$ cat src/rtl/pong_pkg.sv
// Shared Pong constants and the paddle motion FSM state encoding.
package pong_pkg;

    localparam int SCREEN_W   = 640;
    localparam int SCREEN_H   = 480;
    localparam int PADDLE_H   = 64;
    localparam int PADDLE_Y_W = 10;

    typedef enum logic [1:0] {
        ST_IDLE  = 2'd0,
        ST_ACCUM = 2'd1,
        ST_APPLY = 2'd2,
        ST_CLAMP = 2'd3
    } paddle_state_e;

endpackage

$ cat src/rtl/sync_2ff.sv
// Generic two-flop synchroniser for slow level signals crossing into the local clock.
module sync_2ff #(
    parameter int WIDTH = 1
) (
    input  logic             clk,
    input  logic             rst_n,
    input  logic [WIDTH-1:0] i_d,
    output logic [WIDTH-1:0] o_q
);

    logic [WIDTH-1:0] r_meta;
    logic [WIDTH-1:0] r_sync;

    // First stage may go metastable; second stage gives a settled copy.
    always_ff @(posedge clk or negedge rst_n) begin
        if (!rst_n) begin
            r_meta <= {WIDTH{1'b0}};
            r_sync <= {WIDTH{1'b0}};
        end else begin
            r_meta <= i_d;
            r_sync <= r_meta;
        end
    end

    assign o_q = r_sync;

endmodule

$ cat src/rtl/paddle_motion_ctrl.sv
// Turns decoded mouse packets into a clamped absolute paddle Y, applied once per frame.
module paddle_motion_ctrl
    import pong_pkg::*;
#(
    parameter int Y_MIN        = 0,
    parameter int Y_MAX        = pong_pkg::SCREEN_H,
    parameter int PADDLE_H     = pong_pkg::PADDLE_H,
    parameter int Y_RESET      = 208,
    parameter int SPEED_SHIFT  = 1,
    parameter int STALE_FRAMES = 60
) (
    input  logic                  clk_25MHz,
    input  logic                  reset_n,
    input  logic                  paddle_dir,
    input  logic [7:0]            paddle_speed,
    input  logic                  new_output_flag,
    input  logic                  error_flag,
    input  logic                  frame_tick,
    output logic [PADDLE_Y_W-1:0] paddle_y,
    output logic                  y_update,
    output logic                  mouse_active,
    output logic                  pkt_dropped
);

    localparam int Y_TOP   = Y_MAX - PADDLE_H;
    localparam int STALE_W = $clog2(STALE_FRAMES + 1);

    localparam logic signed [12:0]  C_SUM_LO  = 13'(Y_MIN);
    localparam logic signed [12:0]  C_SUM_HI  = 13'(Y_TOP);
    localparam logic [STALE_W-1:0]  C_STALE   = STALE_W'(STALE_FRAMES);

    // Elaboration-time sanity of the geometry parameters.
    if ((Y_RESET < Y_MIN) || (Y_RESET > Y_TOP)) begin : g_bad_reset
        $error("paddle_motion_ctrl: Y_RESET outside [Y_MIN, Y_MAX-PADDLE_H]");
    end
    if (Y_TOP >= 1024) begin : g_bad_range
        $error("paddle_motion_ctrl: Y_MAX-PADDLE_H does not fit in 10 bits");
    end

    // Registers
    paddle_state_e          r_state;
    logic signed [11:0]     r_acc;
    logic signed [11:0]     r_snap;
    logic signed [12:0]     r_sum;
    logic [PADDLE_Y_W-1:0]  r_paddle_y;
    logic                   r_y_update;
    logic                   r_mouse_active;
    logic                   r_pkt_dropped;
    logic [STALE_W-1:0]     r_stale_cnt;
    logic                   r_pkt_since;

    // Combinational nets
    paddle_state_e          w_state_nxt;
    logic                   w_err_s;
    logic                   w_accept;
    logic                   w_drop;
    logic                   w_snap;
    logic [10:0]            w_delta;
    logic signed [11:0]     w_acc_base;
    logic signed [12:0]     w_acc_ext;
    logic signed [12:0]     w_delta_ext;
    logic signed [12:0]     w_acc_sum;
    logic signed [11:0]     w_acc_sat;
    logic signed [11:0]     w_acc_nxt;
    logic signed [12:0]     w_apply_sum;
    logic [PADDLE_Y_W-1:0]  w_clamped;
    logic [STALE_W-1:0]     w_stale_nxt;
    logic                   w_active_nxt;
    logic                   w_since_nxt;

    sync_2ff #(
        .WIDTH (1)
    ) u_err_sync (
        .clk   (clk_25MHz),
        .rst_n (reset_n),
        .i_d   (error_flag),
        .o_q   (w_err_s)
    );

    assign w_accept = new_output_flag & ~w_err_s;
    assign w_drop   = new_output_flag &  w_err_s;
    // Snapshot only from ACCUM; IDLE already holds a zero accumulator.
    assign w_snap   = frame_tick & (r_state == ST_ACCUM);
    assign w_delta  = {3'b000, paddle_speed} >> SPEED_SHIFT;

    // Saturating signed accumulation of the packet delta (a snapshot clears first).
    always_comb begin
        w_acc_base  = w_snap ? 12'sd0 : r_acc;
        w_acc_ext   = {w_acc_base[11], w_acc_base};
        w_delta_ext = $signed({2'b00, w_delta});
        if (paddle_dir) begin
            w_acc_sum = w_acc_ext + w_delta_ext;
        end else begin
            w_acc_sum = w_acc_ext - w_delta_ext;
        end
        if (w_acc_sum > 13'sd2047) begin
            w_acc_sat = 12'sh7FF;
        end else if (w_acc_sum < -13'sd2048) begin
            w_acc_sat = 12'sh800;
        end else begin
            w_acc_sat = w_acc_sum[11:0];
        end
        if (w_accept) begin
            w_acc_nxt = w_acc_sat;
        end else begin
            w_acc_nxt = w_acc_base;
        end
    end

    // Candidate position and its clamp into the legal paddle range.
    always_comb begin
        w_apply_sum = $signed({3'b000, r_paddle_y}) + {r_snap[11], r_snap};
        if (r_sum < C_SUM_LO) begin
            w_clamped = PADDLE_Y_W'(Y_MIN);
        end else if (r_sum > C_SUM_HI) begin
            w_clamped = PADDLE_Y_W'(Y_TOP);
        end else begin
            w_clamped = r_sum[PADDLE_Y_W-1:0];
        end
    end

    // Staleness tracking: count silent frames, any accepted packet revives the mouse.
    always_comb begin
        w_stale_nxt  = r_stale_cnt;
        w_since_nxt  = r_pkt_since;
        w_active_nxt = r_mouse_active;
        if (w_accept) begin
            w_stale_nxt = {STALE_W{1'b0}};
            w_since_nxt = 1'b1;
        end else if (frame_tick) begin
            w_since_nxt = 1'b0;
            if (!r_pkt_since && (r_stale_cnt != C_STALE)) begin
                w_stale_nxt = r_stale_cnt + STALE_W'(1);
            end else begin
                w_stale_nxt = r_stale_cnt;
            end
        end else begin
            w_stale_nxt = r_stale_cnt;
        end
        if (w_accept) begin
            w_active_nxt = 1'b1;
        end else if (w_stale_nxt == C_STALE) begin
            w_active_nxt = 1'b0;
        end else begin
            w_active_nxt = r_mouse_active;
        end
    end

    // Next-state logic of the per-frame apply sequence.
    always_comb begin
        w_state_nxt = r_state;
        case (r_state)
            ST_IDLE: begin
                if (w_accept) begin
                    w_state_nxt = ST_ACCUM;
                end else begin
                    w_state_nxt = ST_IDLE;
                end
            end
            ST_ACCUM: begin
                if (frame_tick) begin
                    w_state_nxt = ST_APPLY;
                end else begin
                    w_state_nxt = ST_ACCUM;
                end
            end
            ST_APPLY: begin
                w_state_nxt = ST_CLAMP;
            end
            ST_CLAMP: begin
                if ((w_acc_nxt != 12'sd0) || w_accept) begin
                    w_state_nxt = ST_ACCUM;
                end else begin
                    w_state_nxt = ST_IDLE;
                end
            end
            default: begin
                w_state_nxt = ST_IDLE;
            end
        endcase
    end

    // State, accumulator, position and status registers.
    always_ff @(posedge clk_25MHz or negedge reset_n) begin
        if (!reset_n) begin
            r_state        <= ST_IDLE;
            r_acc          <= 12'sd0;
            r_snap         <= 12'sd0;
            r_sum          <= 13'sd0;
            r_paddle_y     <= PADDLE_Y_W'(Y_RESET);
            r_y_update     <= 1'b0;
            r_mouse_active <= 1'b0;
            r_pkt_dropped  <= 1'b0;
            r_stale_cnt    <= {STALE_W{1'b0}};
            r_pkt_since    <= 1'b0;
        end else begin
            r_state        <= w_state_nxt;
            r_acc          <= w_acc_nxt;
            r_pkt_dropped  <= w_drop;
            r_stale_cnt    <= w_stale_nxt;
            r_pkt_since    <= w_since_nxt;
            r_mouse_active <= w_active_nxt;
            if (w_snap) begin
                r_snap <= r_acc;
            end else begin
                r_snap <= r_snap;
            end
            if (r_state == ST_APPLY) begin
                r_sum <= w_apply_sum;
            end else begin
                r_sum <= r_sum;
            end
            if (r_state == ST_CLAMP) begin
                r_paddle_y <= w_clamped;
                r_y_update <= (w_clamped != r_paddle_y);
            end else begin
                r_paddle_y <= r_paddle_y;
                r_y_update <= 1'b0;
            end
        end
    end

    assign paddle_y     = r_paddle_y;
    assign y_update     = r_y_update;
    assign mouse_active = r_mouse_active;
    assign pkt_dropped  = r_pkt_dropped;

endmodule

$ cat config.mk
export PLATFORM = sky130hd
export DESIGN_NAME = paddle_motion_ctrl
export DESIGN_NICKNAME = d
export VERILOG_FILES = /design/src/rtl/pong_pkg.sv /design/src/rtl/sync_2ff.sv /design/src/rtl/paddle_motion_ctrl.sv
export SDC_FILE = /design/constraint.sdc
export NUM_CORES = 1
export LEC_CHECK = 0
export ABC_AREA = 1
export CORE_ASPECT_RATIO = 1.5
export CORE_MARGIN = 2
export CORE_UTILIZATION = 35
export DETAILED_ROUTE_END_ITERATION = 16
export PLACE_DENSITY = 0.53
export SETUP_SLACK_MARGIN = 0.2
export SKIP_LAST_GASP = 1
export SYNTH_ARGS = -nofsm -noshare
export SYNTH_HDL_FRONTEND = slang
export SYNTH_SLANG_ARGS = --single-unit
export TNS_END_PERCENT = 100
$ cat constraint.sdc
create_clock -name clk_25MHz -period 8.18 [get_ports clk_25MHz]
set_input_delay 1.227 -clock clk_25MHz [delete_from_list [all_inputs] [get_ports clk_25MHz]]
set_output_delay 1.227 -clock clk_25MHz [all_outputs]
set_load 0.03 [all_outputs]
* Word-level counts from Yosys, hierarchy flattened
Index checks and enable logic that the tools add are counted.
** Cells by class
- Add/subtract/negate cells :: 4
- Multiply operators :: 0
- Div/mod/pow operators :: 0
- Order comparisons :: 4
- Equal/unequal tests :: 6
- Shifts and indexed selects :: 0
- Multiplexer cells :: 19
- Bitwise operators :: 4
- Reduce and logical (&&, ||, !) cells :: 7
** Operators by type and width (count)
- $mux 12 :: 4
- $mux 10 :: 2
- $mux 6 :: 3
- $add 11x12->13 :: 1
- $add 12x8->13 :: 1
- $gt 13x10->1 const B :: 1
- $gt 13x12->1 const B :: 1
- $lt 13x1->1 const B :: 1
- $lt 13x12->1 const B :: 1
- $mux 13 :: 1
- $sub 12x8->13 :: 1
- $reduce_bool 12->1 :: 1
- $ne 10x10->1 :: 1
- $pmux 2 s4 :: 1
- $mux 1 :: 7
- $add 6x1->6 const B :: 1
- $eq 6x6->1 const B :: 1
- $ne 6x6->1 const B :: 1
- $eq 2x2->1 const B :: 2
- $reduce_bool 2->1 :: 2
- $and 1x1->1 :: 3
- $eq 2x1->1 const B :: 1
- $logic_not 2->1 :: 1
- $mux 2 :: 1
- 4 further kinds :: 4
** Storage, ports and cells
- Flip-flop bits (word level) :: 61
- Bits in latches :: 0
- Memory bits (writable) :: 0
- ROM bits :: 0
- Input bits :: 14
- Output and inout port bits :: 13
- Logic and storage cells :: 56
- Memories kept :: 0

* Longest topological paths before layout
- Depth after elaboration :: 13
- Gate-level depth with buffers :: 26
- Depth with buffers taken out :: 26

* Cells and area by module
Synthesis repeated with hierarchy kept, for this count alone.
** Second synthesis, totals
- Cells, all modules :: 600
- Area total of the unflattened synthesis :: 4151.5 µm²
** Modules (own cells, without submodules)
- paddle_motion_ctrl :: times used 1, cells each 598, area each 4101.4 µm², seq. area each 1480.2 µm²
- sync_2ff :: times used 1, cells each 2, area each 50.0 µm², seq. area each 50.0 µm²

* Worst setup path before layout
OpenSTA, ideal clock, no wires.
- Path type :: input-to-reg
- From :: input port frame_tick
- To :: register r_state[0]
- Library setup time :: 116 ps
- Data arrival time :: 3624 ps
- Data required time :: 8064 ps
- Setup slack :: 4440 ps
- Stages :: 20
- Path buffers :: 2
- Cells stage by stage :: nand2_2 nor2_4 clkbuf_1 clkbuf_1 nor2_1 ha_1 nand2_1 nand2_1 a21oi_1 nand3_1 nand2_1 nand2_1 a21oi_4 nand2_1 nand2_1 nand2_1 nor2_1 nand3_1 nand2_1 nand2_1
** Between the ends
- Word-level cells in the longest chain between the ends :: 12
- Elaborated cells between the ends (all ways) :: 15
- Classes of those cells :: add/sub (2); order compare (2); mux (8); bitwise (1); reduce/logical (2)
** Ends and longest elaborated chain
- start, declared :: line paddle_motion_ctrl.sv:18 : input logic frame_tick,
- $and 1x1->1 :: line paddle_motion_ctrl.sv:83 : assign w_snap = frame_tick & (r_state == ST_ACCUM);
- $mux 12 :: line paddle_motion_ctrl.sv:88 : w_acc_base = w_snap ? 12'sd0 : r_acc;
- $sub 12x8->13 / $add 12x8->13 (equally long branches) :: line paddle_motion_ctrl.sv:94, paddle_motion_ctrl.sv:92
- $mux 13 :: line paddle_motion_ctrl.sv:91 : if (paddle_dir) begin
- $lt 13x12->1 :: line paddle_motion_ctrl.sv:98 : end else if (w_acc_sum < -13'sd2048) begin
- $mux 12 :: line paddle_motion_ctrl.sv:98
- $mux 12 :: line paddle_motion_ctrl.sv:96 : if (w_acc_sum > 13'sd2047) begin
- $mux 12 :: line paddle_motion_ctrl.sv:103 : if (w_accept) begin
- $reduce_bool 12->1 :: line paddle_motion_ctrl.sv:171 : if ((w_acc_nxt != 12'sd0) || w_accept) begin
- $logic_or 1x1->1 :: line paddle_motion_ctrl.sv:171
- $mux 1 :: line paddle_motion_ctrl.sv:171
- $pmux 2 s4 * :: line paddle_motion_ctrl.sv:152 : case (r_state)
- named net w_state_nxt[0] :: line paddle_motion_ctrl.sv:53 : paddle_state_e w_state_nxt;
- end signal, assigned :: line paddle_motion_ctrl.sv:197 : r_state <= w_state_nxt;
- end, declared :: line paddle_motion_ctrl.sv:41 : paddle_state_e r_state;
Mark *: on every way through the listed nets, which the timed path passes. The rest lies on a longest branch.
A chain may end at the register's enable or synchronous reset.

* Worst setup path after layout
Same ends and word-level chain as after synthesis.

==> impl_results.md <==
- WP depth: 22
- Status: complete, no violations
- Post-synthesis xor/xnor area fraction: ~3.8%
- Clk slew on worst S/H paths: 0.05 ns
- Sw power: approximately 0.85 mW
- # clock sinks: 61
- Initial DRC Count: around 100
- Ys Warns: 0
- Simple-Gate Fraction of Synth Area: between 20% and 30%
- Hold Vio Cnt, Final: 0
- Post-synth top flop: dfrtp_1
- Mapped Nets: between 600 and 700
- WL per Instance: 12.20 µm
- Max clock buf depth: 2
- Synth area leaders: dfrtp_1, nand2_1, inv_1
- Critical Path Fanout Max: 28
- Root buffer cell: clkbuf_16
- Postcts setup bufs: 0
- Routed met1 length: between 3 and 4 mm
- Post-Synthesis Cells: 600
- RSZ-0062 raised after global routing: no
- Metal2 WL: about 5.2 mm
- Yosys top cell area share: 34.96%
- Total I/O pin count: 27
- Tightest Pin Transition: ~0.78 ns
- Placer congestion estimate: ~0.84
- Worst EP required: 8.40 ns
- Met3 WL: 184 µm
- First-pass GRT wire length: approximately 16 mm
- Worst Setup SP: frame_tick
- Crit-path max cell delay: ~0.54 ns
- Crit path DAT: approximately 4.6 ns
- Multiplexer area fraction after synthesis: 0%
- Synthesized area per cell: roughly 6.9 µm²
- Slew HR: 48.19%
- Final core occ: approximately 43%
- CTS H-tree depth: 3
- Die H: approximately 140 µm
- Post-route DRC: 0
- Total wire length: roughly 9.6 mm
- Critical-path top delay cell: clkdlybuf4s50_1
- Remaining Overflow, GRT: 0
- Post-synth EDFFs: 0
- Sequential power share: roughly a quarter
- WP buf/inv: 3
- # fillers: 1187
- Top Layer Used: met4
- Post-DP Area: roughly 4600 µm²
- Cts bufs inserted: 9
- CP startpoint kind: input pin
- Die area: about 13000 µm²
- Combinational power share: 51.4%
- Unique masters post-synth: 33
- Peak VDD IR: approximately 0.16 mV
- Top delay family on crit path: simple AND/OR/NAND/NOR gates
- Cell-internal power: between 1 and 1.5 mW
- Layout cells sized above 1: under 10%
- Yosys top cell by area: dfrtp_1
- Gates resized, CTS repair: 0
- Drt first pass iters: 4
- Ant. Diodes: 0
- Main combinational cell family by area after synthesis: simple AND/OR/NAND/NOR gates
- Max Cap Violations: 0
- Port bufs: 25
- Initial Util: between 30% and 40%
- Cts hold-fix bufs: 0
- CTS tree: yes
- Vias: 3682
- Synth Area in Adders: ~8.5%
- P_leak: 2.567 nW
- Hold Crit Depth: 0
- Total core area: between 10000 and 15000 µm²
- Worst hold path type: register to register
- Syn-to-layout area delta: 18.38%
- Post-synthesis compound-gate area fraction: between 10% and 20%
- Crit. End Element: register
- Vias in the first global route: 3415
- Clock Power Share: 22.1%
- R2R Path Start: r_state[0]
- Finish-stage setup viols: 0
- Routed Antenna Nets: 0
- Post-DP HPWL: ~7.6 mm
- Seq/Total Area, Yosys: a little under two fifths
- Final Max Slew Viols: 0
- Netlist Area Pre-Place: around 4200 µm²
- Total Power: 1.930 mW
- P per Cell Area: slightly below 400 nW/µm²
- Switching share of power: between 40% and 50%
- Row count: 48
- Vias per cell: about 4.7
- Worst Skew: between 0.006 and 0.007 ns
- Crit share post-route: between 50% and 60%
- Largest net degree at the start of global routing: 62
- Fin nets: between 600 and 700
- Initial antenna violation count: 0
- Critical hold path startpoint: u_err_sync.r_meta
- CP Cell Sequence: clkdlybuf4s50_1 -> nand2_2 -> nor2_4 -> nor2_1 -> ha_1 -> inv_1 -> fa_1 -> inv_1 -> nand2_1 -> nand2_1 -> o21ai_0 -> nor2_1 -> nor2_1 -> nand2_1 -> nand2_1 -> a21oi_1 -> a21oi_1 -> nand2_1 -> nor2_1 -> nand3_1 -> nand2_1 -> nand2_1
- Die width: 92.93 µm
- Setup TNS Final: 0 ns
- Worst Reg2Reg Path Length in Cells: 21
- Synth Register Bits: between 60 and 70
- Post-layout min period: approximately 4.4 ns
- GRT Overall Usage: about 16%
- Final instance area: a little under 5000 µm²
- Worst skew pair latency: 0.33 ns
- Fmax: roughly 0.23 GHz
- Async set or reset register ratio after synthesis: 100.0%
- Most used cell, CP: nand2_1
- Worst Setup Path Type: input pin to register
## area by class of cell
cell class,count,area (µm²),share of cell area [%]
tap,150,187.7,3.819
clock buffer,13,280.3,5.703
timing repair buffer,27,260.3,5.295
clock inverter,3,65.06,1.324
inverter,97,364.1,7.408
multi-input combinational,434,2227,45.32
sequential,61,1530,31.14
## routing by layer
metal	up-vias	track usage (%)
met5	-	0
met4	0	7.108
met3	17	2.352
met2	44	30.23
met1	1654	16.93
li1	1967	-
## cell families (layout without fill, tap and decap cells)
logic type,count (synthesis),after routing
AND/OR/NAND/NOR,287,287
buffers and inverters,105,140
AO/OA/AOI/OAI,102,102
flip-flops,61,61
adder cells (fa/ha/maj),27,27
XOR/XNOR,18,18
## cells in the mapped netlist, types with 2 or more instances
cell / number
a211oi_1: 2
a21oi_1: 25
a31oi_1: 4
clkbuf_1: 8
dfrtp_1: 58
dfstp_2: 3
fa_1: 2
ha_1: 25
inv_1: 95
inv_2: 2
nand2_1: 183
nand2_2: 3
nand3_1: 28
nand4_1: 3
nor2_1: 55
nor3_1: 7
nor4_1: 3
o21ai_0: 60
o21ai_1: 2
o21bai_1: 2
o22ai_1: 2
xnor2_1: 7
xor2_1: 11
## sequential cells by signal, indices dropped and copies added, names as in the netlist, named ones only
register,count
r_snap,12
u_err_sync.o_q,1
mouse_active,1
y_update,1
r_sum,13
r_stale_cnt,6
paddle_y,10
r_pkt_since,1
u_err_sync.r_meta,1
r_acc,12
r_state,1
pkt_dropped,1
## worst paths after layout
| path | endpoint | slack (ns) |
|---|---|---|
| hold reg to reg | u_err_sync.o_q | 0.36 |
| max in group asynchronous | r_snap[10] | 6.60 |
| hold / removal | u_err_sync.o_q | 0.36 |
| setup reg to reg | r_state[0] | 4.80 |
| setup / recovery | r_state[0] | 3.77 |
| min in group asynchronous | paddle_y[1] | 1.06 |
## power by group through the flow
stage	clock network [mW]	logic (mW)	registers (mW)
after global placement	0	0.985	0.513
final	0.427	0.991	0.512
after floorplan	0	0.727	0.534
after CTS	0.437	1.00	0.513
after global routing	0.449	1.14	0.527
after detailed placement	0	0.999	0.517
## cells in the final DEF, fill, tap and decap left out
cell type        Yosys  final
nand2_1            183    183
inv_1               95     95
o21ai_0             60     60
dfrtp_1             58     58
nor2_1              55     55
nand3_1             28     28
a21oi_1             25     25
ha_1                25     25
clkdlybuf4s50_1      0     24
xor2_1              11     11
clkbuf_16            0      9
xnor2_1              7      7
nor3_1               7      7
a31oi_1              4      4
clkbuf_8             0      4
nand2_2              3      3
nand4_1              3      3
nor4_1               3      3
dfstp_2              3      3
inv_2                2      2
o21ai_1              2      2
o21bai_1             2      2
a211oi_1             2      2
o22ai_1              2      2
fa_1                 2      2
bufinv_16            0      2
buf_4                0      2
nor2_4               1      1
nor2_2               1      1
nand3_2              1      1
a21oi_4              1      1
a21boi_0             1      1
nand3b_1             1      1
o31ai_1              1      1
and2_1               1      1
a21o_1               1      1
a41oi_1              1      1
clkinv_2             0      1
buf_2                0      1
## through the flow
step / std cells / hold WS, ns / setup slack, ns
after floorplan: 600 / 0.3312 / 4.440
after global placement: 769 / 0.3360 / 3.449
after detailed placement: 769 / 0.3523 / 3.359
after CTS: 785 / 0.3641 / 3.693
after global routing: 785 / 0.3647 / 3.338
final: 785 / 0.3563 / 3.771
No activity file was read; power rests on OpenSTA's default activity.
